<file path="src/rtl/text_overlay_reader.sv">
// Read side of the character RAM: turns pixel coordinates into a 1-bit text foreground stream, 4 cycles late.
// Optional attribute blink (bit 7 of the code inverts the glyph on alternate blink phases) with `define TEXT_BLINK_EN.
module text_overlay_reader #(
    parameter int COLS         = 80,
    parameter int ROWS         = 30,
    parameter int BLINK_FRAMES = 32
) (
    input  logic        clk,
    input  logic        rst,
    input  logic [9:0]  hcount,
    input  logic [9:0]  vcount,
    input  logic        active_in,
    input  logic        hsync_in,
    input  logic        vsync_in,
    input  logic        text_off,
    output logic [11:0] char_addr,
    input  logic [7:0]  char_data,
    output logic [11:0] font_addr,
    input  logic [7:0]  font_data,
    output logic        text_pixel,
    output logic        active_out,
    output logic        hsync_out,
    output logic        vsync_out
);

    localparam int          STAGES = 4;
    localparam logic [11:0] COLS_L = 12'(COLS);
    localparam logic [11:0] ROWS_L = 12'(ROWS);

    logic [11:0]        row_w, col_w, row_base, addr_next;
    logic               in_vis;
    logic [STAGES-1:1]  vld_pipe;
    logic [STAGES:1]    act_pipe, hs_pipe, vs_pipe;
    logic [2:0]         hc1, hc2, hc3;
    logic [3:0]         vc1;
    logic               blank2, blank3, inv2, inv3;
    logic [7:0]         font_q;
    logic [7:0]         glyph_code;
    logic               inv_next;

    assign row_w = {6'd0, vcount[9:4]};
    assign col_w = {5'd0, hcount[9:3]};

    // 80 columns is the native mode; keep it to two shifted adds.
    generate
        if (COLS == 80) begin : g_mul80
            assign row_base = (row_w << 6) + (row_w << 4);
        end else begin : g_mul
            assign row_base = row_w * COLS_L;
        end
    endgenerate

    assign addr_next = row_base + col_w;

    // Only in-screen cells issue an address, so nothing above COLS*ROWS-1 ever leaves the block.
    assign in_vis = active_in && (hcount < 10'd640) && (vcount < 10'd480) &&
                    (row_w < ROWS_L) && (col_w < COLS_L);

`ifdef TEXT_BLINK_EN
    localparam int                CNT_W    = (BLINK_FRAMES > 1) ? $clog2(BLINK_FRAMES) : 1;
    localparam logic [CNT_W-1:0]  CNT_LAST = CNT_W'(BLINK_FRAMES - 1);

    logic [CNT_W-1:0] frame_cnt;
    logic             blink_phase;
    logic             vs_prev;

    // Phase only flips on the vsync rising edge, so a visible frame never changes mid-way.
    always_ff @(posedge clk or negedge rst) begin
        if (!rst) begin
            frame_cnt   <= '0;
            blink_phase <= 1'b0;
            vs_prev     <= 1'b0;
        end else begin
            vs_prev <= vsync_in;
            if (vsync_in && !vs_prev) begin
                if (frame_cnt == CNT_LAST) begin
                    frame_cnt   <= '0;
                    blink_phase <= ~blink_phase;
                end else begin
                    frame_cnt <= frame_cnt + 1'b1;
                end
            end
        end
    end

    assign glyph_code = {1'b0, char_data[6:0]};
    assign inv_next   = char_data[7] & blink_phase;
`else
    assign glyph_code = char_data;
    assign inv_next   = 1'b0;
`endif

    always_ff @(posedge clk or negedge rst) begin
        if (!rst) begin
            char_addr  <= '0;
            font_addr  <= '0;
            text_pixel <= 1'b0;
            vld_pipe   <= '0;
            act_pipe   <= '0;
            hs_pipe    <= '0;
            vs_pipe    <= '0;
            hc1        <= '0;
            hc2        <= '0;
            hc3        <= '0;
            vc1        <= '0;
            blank2     <= 1'b0;
            blank3     <= 1'b0;
            inv2       <= 1'b0;
            inv3       <= 1'b0;
            font_q     <= '0;
        end else begin
            if (in_vis)
                char_addr <= addr_next;
            vld_pipe <= {vld_pipe[STAGES-2:1], in_vis};
            act_pipe <= {act_pipe[STAGES-1:1], active_in};
            hs_pipe  <= {hs_pipe[STAGES-1:1], hsync_in};
            vs_pipe  <= {vs_pipe[STAGES-1:1], vsync_in};
            hc1      <= hcount[2:0];
            hc2      <= hc1;
            hc3      <= hc2;
            vc1      <= vcount[3:0];
            // Code 0 is a cleared cell and must stay blank whatever the font holds.
            font_addr <= {glyph_code, vc1};
            blank2    <= (char_data == 8'h00);
            inv2      <= inv_next;
            blank3    <= blank2;
            inv3      <= inv2;
            font_q    <= font_data;
            text_pixel <= vld_pipe[STAGES-1] & ~blank3 & ~text_off & (font_q[~hc3] ^ inv3);
        end
    end

    assign active_out = act_pipe[STAGES];
    assign hsync_out  = hs_pipe[STAGES];
    assign vsync_out  = vs_pipe[STAGES];

endmodule
</file>
<file path="config.mk">
export PLATFORM = sky130hd
export DESIGN_NAME = text_overlay_reader
export DESIGN_NICKNAME = d
export VERILOG_FILES = /design/src/rtl/text_overlay_reader.sv
export SDC_FILE = /design/constraint.sdc
export NUM_CORES = 1
export LEC_CHECK = 0
export CAP_MARGIN = 25
export CORE_MARGIN = 1
export CORE_UTILIZATION = 47
export CTS_BUF_LIST = sky130_fd_sc_hd__clkbuf_4
export DETAILED_ROUTE_END_ITERATION = 8
export DONT_BUFFER_PORTS = 1
export GPL_TIMING_DRIVEN = 0
export PLACE_DENSITY = 0.74
export REMOVE_ABC_BUFFERS = 1
export SLEW_MARGIN = 10
export SYNTH_ARGS = -nofsm -noshare
export SYNTH_HDL_FRONTEND = slang
export SYNTH_SLANG_ARGS = --single-unit
</file>
<file path="constraint.sdc">
create_clock -name clk -period 2.2 [get_ports clk]
set_input_delay 0.11 -clock clk [delete_from_list [all_inputs] [get_ports clk]]
set_output_delay 0.11 -clock clk [all_outputs]
set_load 0.02 [all_outputs]
</file>
### Yosys cells after proc, flatten, opt, wreduce, memory -nomap -nowiden

Index checks and enable logic that the tools add are counted.

* register bits after elaboration: 63
* output and inout bits: 28
* logic and storage cells: 34
* input bits: 42

* add/sub/neg operators: 2
* reduce and logical (&&, ||, !) cells: 5
* bitwise operators: 6
* multiplexer cells: 2
* magnitude comparators: 5

Operators by type and width (number)
* $add A12 B10 Y12: 1
* $add A12 B7 Y12: 1
* $lt A10 B10 Y1 const B: 1
* $lt A10 B9 Y1 const B: 1
* $logic_not A8 Y1: 1
* $lt A7 B7 Y1 const B: 1
* $lt A6 B5 Y1 const B: 1
* $logic_and A1 B1 Y1: 4
* $lt A3 B4 Y1 const B: 1
* $and A1 B1 Y1: 3
* $bmux W1 S3: 1
* $not A3 Y3: 1
* $not A1 Y1: 2
* $mux W1: 1

### Longest topological paths before layout

* depth in word-level cells: 5
* gate-level depth with buffers: 8
* mapped depth without buffers: 8

### Worst setup path before layout

No wires, ideal clock.

* path type: input port to flip-flop
* from: input port hcount[9]
* to: register char_addr[10]
* stages: 8
* slack: 198 ps
* library setup time: 126 ps
* data arrival time: 1876 ps
* required time: 2074 ps
* path buffers: 0
* cells stage by stage: inv_1 -> fa_1 -> inv_1 -> ha_1 -> a211oi_2 -> o21bai_1 -> a21o_2 -> a221o_1

* longest elaborated chain between the ends: 5
* elaborated cells on any way between the ends: 7
* those cells by class: add/sub (1); order compare (2); reduce/logical (4)

Ends and longest elaborated chain
* start, declared: line 10 `input logic [9:0] hcount,`
* $lt A10 B10 Y1: line 56 `assign in_vis = active_in && (hcount < 10'd640) && (vcount < 10'd480) &&`
* $logic_and A1 B1 Y1 (3 in a row): line 56
* $logic_and A1 B1 Y1: line 57 `(row_w < ROWS_L) && (col_w < COLS_L);`
* end signal, assigned: line 113 `char_addr <= addr_next;`
* end, declared: line 16 `output logic [11:0] char_addr,`

Several ways; a longest one is shown, not always the timed one.
A chain may end at the register's enable or synchronous reset.

### Worst setup path after layout

* from: input port hcount[7]
* to: register char_addr[11]

The elaborated chain is that of the path after synthesis.

==> insert_results.sql <==
INSERT INTO impl_metrics (metric_group, metric, value, unit) VALUES
('timing', 'setup_tns', '0', 'ns'),
('power_and_ir_drop', 'relative_contribution_of_the_clock_network_to_total_power', '0.284', ''),
('power_and_ir_drop', 'irDropWorstVdd', '0.000449', 'V'),
('die', 'fp.dieH', '70.1', 'um'),
('cts', 'worst_setup_hold_path_clk_slew', '0.11', 'ns'),
('drt', 'route.detailed.drc', '0', ''),
('finish', 'area_delta_synth_final', '25.6', '%'),
('placement', 'dp_hpwl', '2370', 'um'),
('status', 'status', 'finished, final reports clean', ''),
('logic_synthesis', 'yosysTopAreaCell', 'dfrtp_1', ''),
('drt', 'antenna_nets_post_route', '0', ''),
('placement', 'post-place-ws', '0.0912', 'ns'),
('power_and_ir_drop', 'p_sw', '0.677', 'mW'),
('finish', 'drive_above_1_share', '0.170', ''),
('run', 'timing.max_cap.violations', '0', ''),
('critical_path', 'data_required_time_of_the_critical_path', '2.52', 'ns'),
('timing', 'maxClockFrequency', '0.529', 'GHz'),
('logic_synthesis', 'syn_avg_cell_area', '16.8', 'um^2'),
('cts', 'tritoncts', 'built', ''),
('drt', 'met1Wirelength', '1330', 'um'),
('drt', 'routed_vias', '1234', ''),
('timing', 'post-route-min-period', '1.89', 'ns'),
('timing', 'worst_hold_slack_across_all_endpoints', '0.0778', 'ns'),
('placement', 'io_buffers', '0', ''),
('drt', 'avg_vias_per_cell', '5.27', ''),
('drt', 'drt-wirelength-per-cell', '16.2', 'um'),
('timing', 'timing.final.ws_setup', '0.309', 'ns'),
('power_and_ir_drop', 'power_per_cell_area', '841', 'nW/um^2'),
('drt', 'drtPass1Iterations', '4', ''),
('global_routing', 'grt_max_degree', '64', ''),
('finish', 'final_common_cell', 'dfrtp_1', ''),
('logic_synthesis', 'synth.distinct_cells', '30', ''),
('critical_path', 'critical_path_peak_fanout', '2', ''),
('drt', 'finalWirelength', '3800', 'um'),
('finish', 'insertedDiodeCount', '0', ''),
('cts', 'cts_root_buffer', 'clkbuf_4', ''),
('drt', 'route.met3.wl', '318', 'um'),
('critical_path', 'ff2ff_setup_slack', '0.84', 'ns'),
('logic_synthesis', 'netlist_instances', '130', ''),
('critical_path', 'slowest_stage', 'dlygate4sd3_1', ''),
('cts', 'cts_max_level', '3', ''),
('critical_path', 'timing.critical_path.slowest_cell_delay', '0.59', 'ns'),
('cts', 'tritoncts_num_sinks', '63', ''),
('logic_synthesis', 'synth-seq-area-share', '0.723', ''),
('critical_path', 'critPathKind', 'in2reg', ''),
('placement', 'gpl.final_weighted_congestion', '0.748', ''),
('power_and_ir_drop', 'static-leakage-power', '1.25', 'nW'),
('die', 'floorplan.core_area', '4410', 'um^2'),
('cts', 'cts_hold_buf', '37', ''),
('critical_path', 'cp.arrival', '2.21', 'ns'),
('critical_path', 'cpMostUsedCell', 'dlygate4sd3_1', ''),
('timing', 'max_slew.worst_pin.slew', '0.311', 'ns'),
('cts', 'clk_path_buf_depth', '2', ''),
('die', 'die_area', '4920', 'um^2'),
('timing', 'hold_violations', '0', ''),
('timing', 'final_setup_vio_count', '0', ''),
('power_and_ir_drop', 'power_frac_seq', '0.607', ''),
('timing', 'final_max_slew_viol_count', '0', ''),
('critical_path', 'cp_cell_sequence', 'dlygate4sd3_1, o21ai_4, dlygate4sd3_1, a31oi_1, dlygate4sd3_1, a31oi_1', ''),
('timing', 'grt_setup_unrepaired', 'no', ''),
('die', 'die_width', '70.1', 'um'),
('power_and_ir_drop', 'power_report.internal_total', '1.63', 'mW'),
('critical_path', 'startpoint_type', 'input port', ''),
('drt', 'top_layer_used', 'met4', ''),
('power_and_ir_drop', 'combinationalPowerShare', '0.109', ''),
('finish', 'most_frequent_cells_in_the_layout', '63 x dfrtp_1, 36 x dlygate4sd3_1, 11 x ha_1, 9 x inv_1, 9 x clkbuf_4', ''),
('cts', 'cts_post_setup_buffers_inserted', '0', ''),
('timing', 'maxSlewHeadroom', '0.792', ''),
('logic_synthesis', 'synth.area.top_cells', 'dfrtp_1 72%, ha_1 6.3%, mux2_2 3.1%', ''),
('cts', 'ctsResizeCount', '0', ''),
('die', 'initial_core_util', '0.494', '');
## synthesized netlist by cell type
cell type / count
nor2b_2: 1
xor2_1: 2
a221o_1: 1
o31ai_1: 1
or4_1: 2
nor3_1: 1
mux4_2: 2
nand2_1: 4
o21a_1: 2
dfrtp_1: 63
a2111oi_2: 1
o211ai_1: 1
nor2b_1: 1
a211oi_2: 1
nor2_1: 2
mux2i_1: 1
nand3_4: 1
o21bai_1: 1
nor4b_1: 1
o21ai_0: 4
ha_1: 11
o21ai_4: 1
fa_1: 2
a21o_2: 2
a31oi_1: 2
a21oi_1: 2
mux2_2: 6
inv_1: 9
nand4_1: 1
buf_6: 1
## logic make-up after synthesis
family / Yosys count / synth area share
and+or+nand+nor: 14 / 0.0413
AOI/OAI and AO/OA: 19 / 0.0694
buffers and inverters: 10 / 0.0207
DFF: 63 / 0.723
xor gates and xnor gates: 2 / 0.00803
adders and majority gates: 13 / 0.0815
muxes: 9 / 0.0562
## sequential cells by signal, summed over array words and instances, names as in the netlist
| signal | flops |
|---|---|
| hs_pipe | 4 |
| vld_pipe | 3 |
| blank3 | 1 |
| hc1 | 3 |
| vs_pipe | 4 |
| text_pixel | 1 |
| font_q | 8 |
| blank2 | 1 |
| vc1 | 4 |
| hc2 | 3 |
| char_addr | 12 |
| hc3 | 3 |
| font_addr | 12 |
| act_pipe | 4 |
## metal layers
metal / global-route usage / vias to the layer above
met5: 0 / -
met3: 0.0996 / 4
li1: - / 550
met2: 0.311 / 52
met4: 0.0600 / 0
met1: 0.177 / 628
## critical path, delay by kind of cell
kind	cells	cell delay [ns]
AOI/OAI and AO/OA	3	0.37
buffers and inverters	3	1.73
## per-stage QoR
stage,cell area [um^2],instances,util
floorplan,2170,129,-
global placement,2230,181,0.506
detailed placement,2230,181,0.506
CTS,2740,234,0.620
global route,2740,234,0.620
finish,2740,234,0.620
## power by group through the flow
stage,combinational (mW),clock (mW),sequential [mW]
6_report,0.251,0.654,1.40
5_1_grt,0.284,0.736,1.41
3_3_place_gp,0.157,0,1.42
2_1_floorplan,0.140,0,1.40
3_5_place_dp,0.164,0,1.42
4_1_cts,0.252,0.671,1.40
## path summary, 6_finish.rpt
path / startpoint / depth (start not counted) / to
worst max-delay path: hcount[7] / 6 / char_addr[11]$_DFFE_PN0P_
worst min-delay path: hcount[9] / 3 / char_addr[6]$_DFFE_PN0P_
worst max register to register: char_addr[11]$_DFFE_PN0P_ / 3 / char_addr[11]$_DFFE_PN0P_
worst min register to register: vs_pipe[3]$_DFF_PN0_ / 0 / vs_pipe[4]$_DFF_PN0_
max in group asynchronous: rst / 2 / vld_pipe[3]$_DFF_PN0_
min in group asynchronous: rst / 2 / char_addr[6]$_DFFE_PN0P_
## final cells by class
class / instances / area, um^2
fillers: 338 / 1680
flip-flops and latches: 63 / 1580
multi-input cells: 57 / 559
repair buffers: 37 / 388
clock buffers: 9 / 67.6
well taps: 52 / 65.1
clock inverters: 7 / 48.8
inverters: 9 / 33.8
Power figures use the tool's default switching activity.
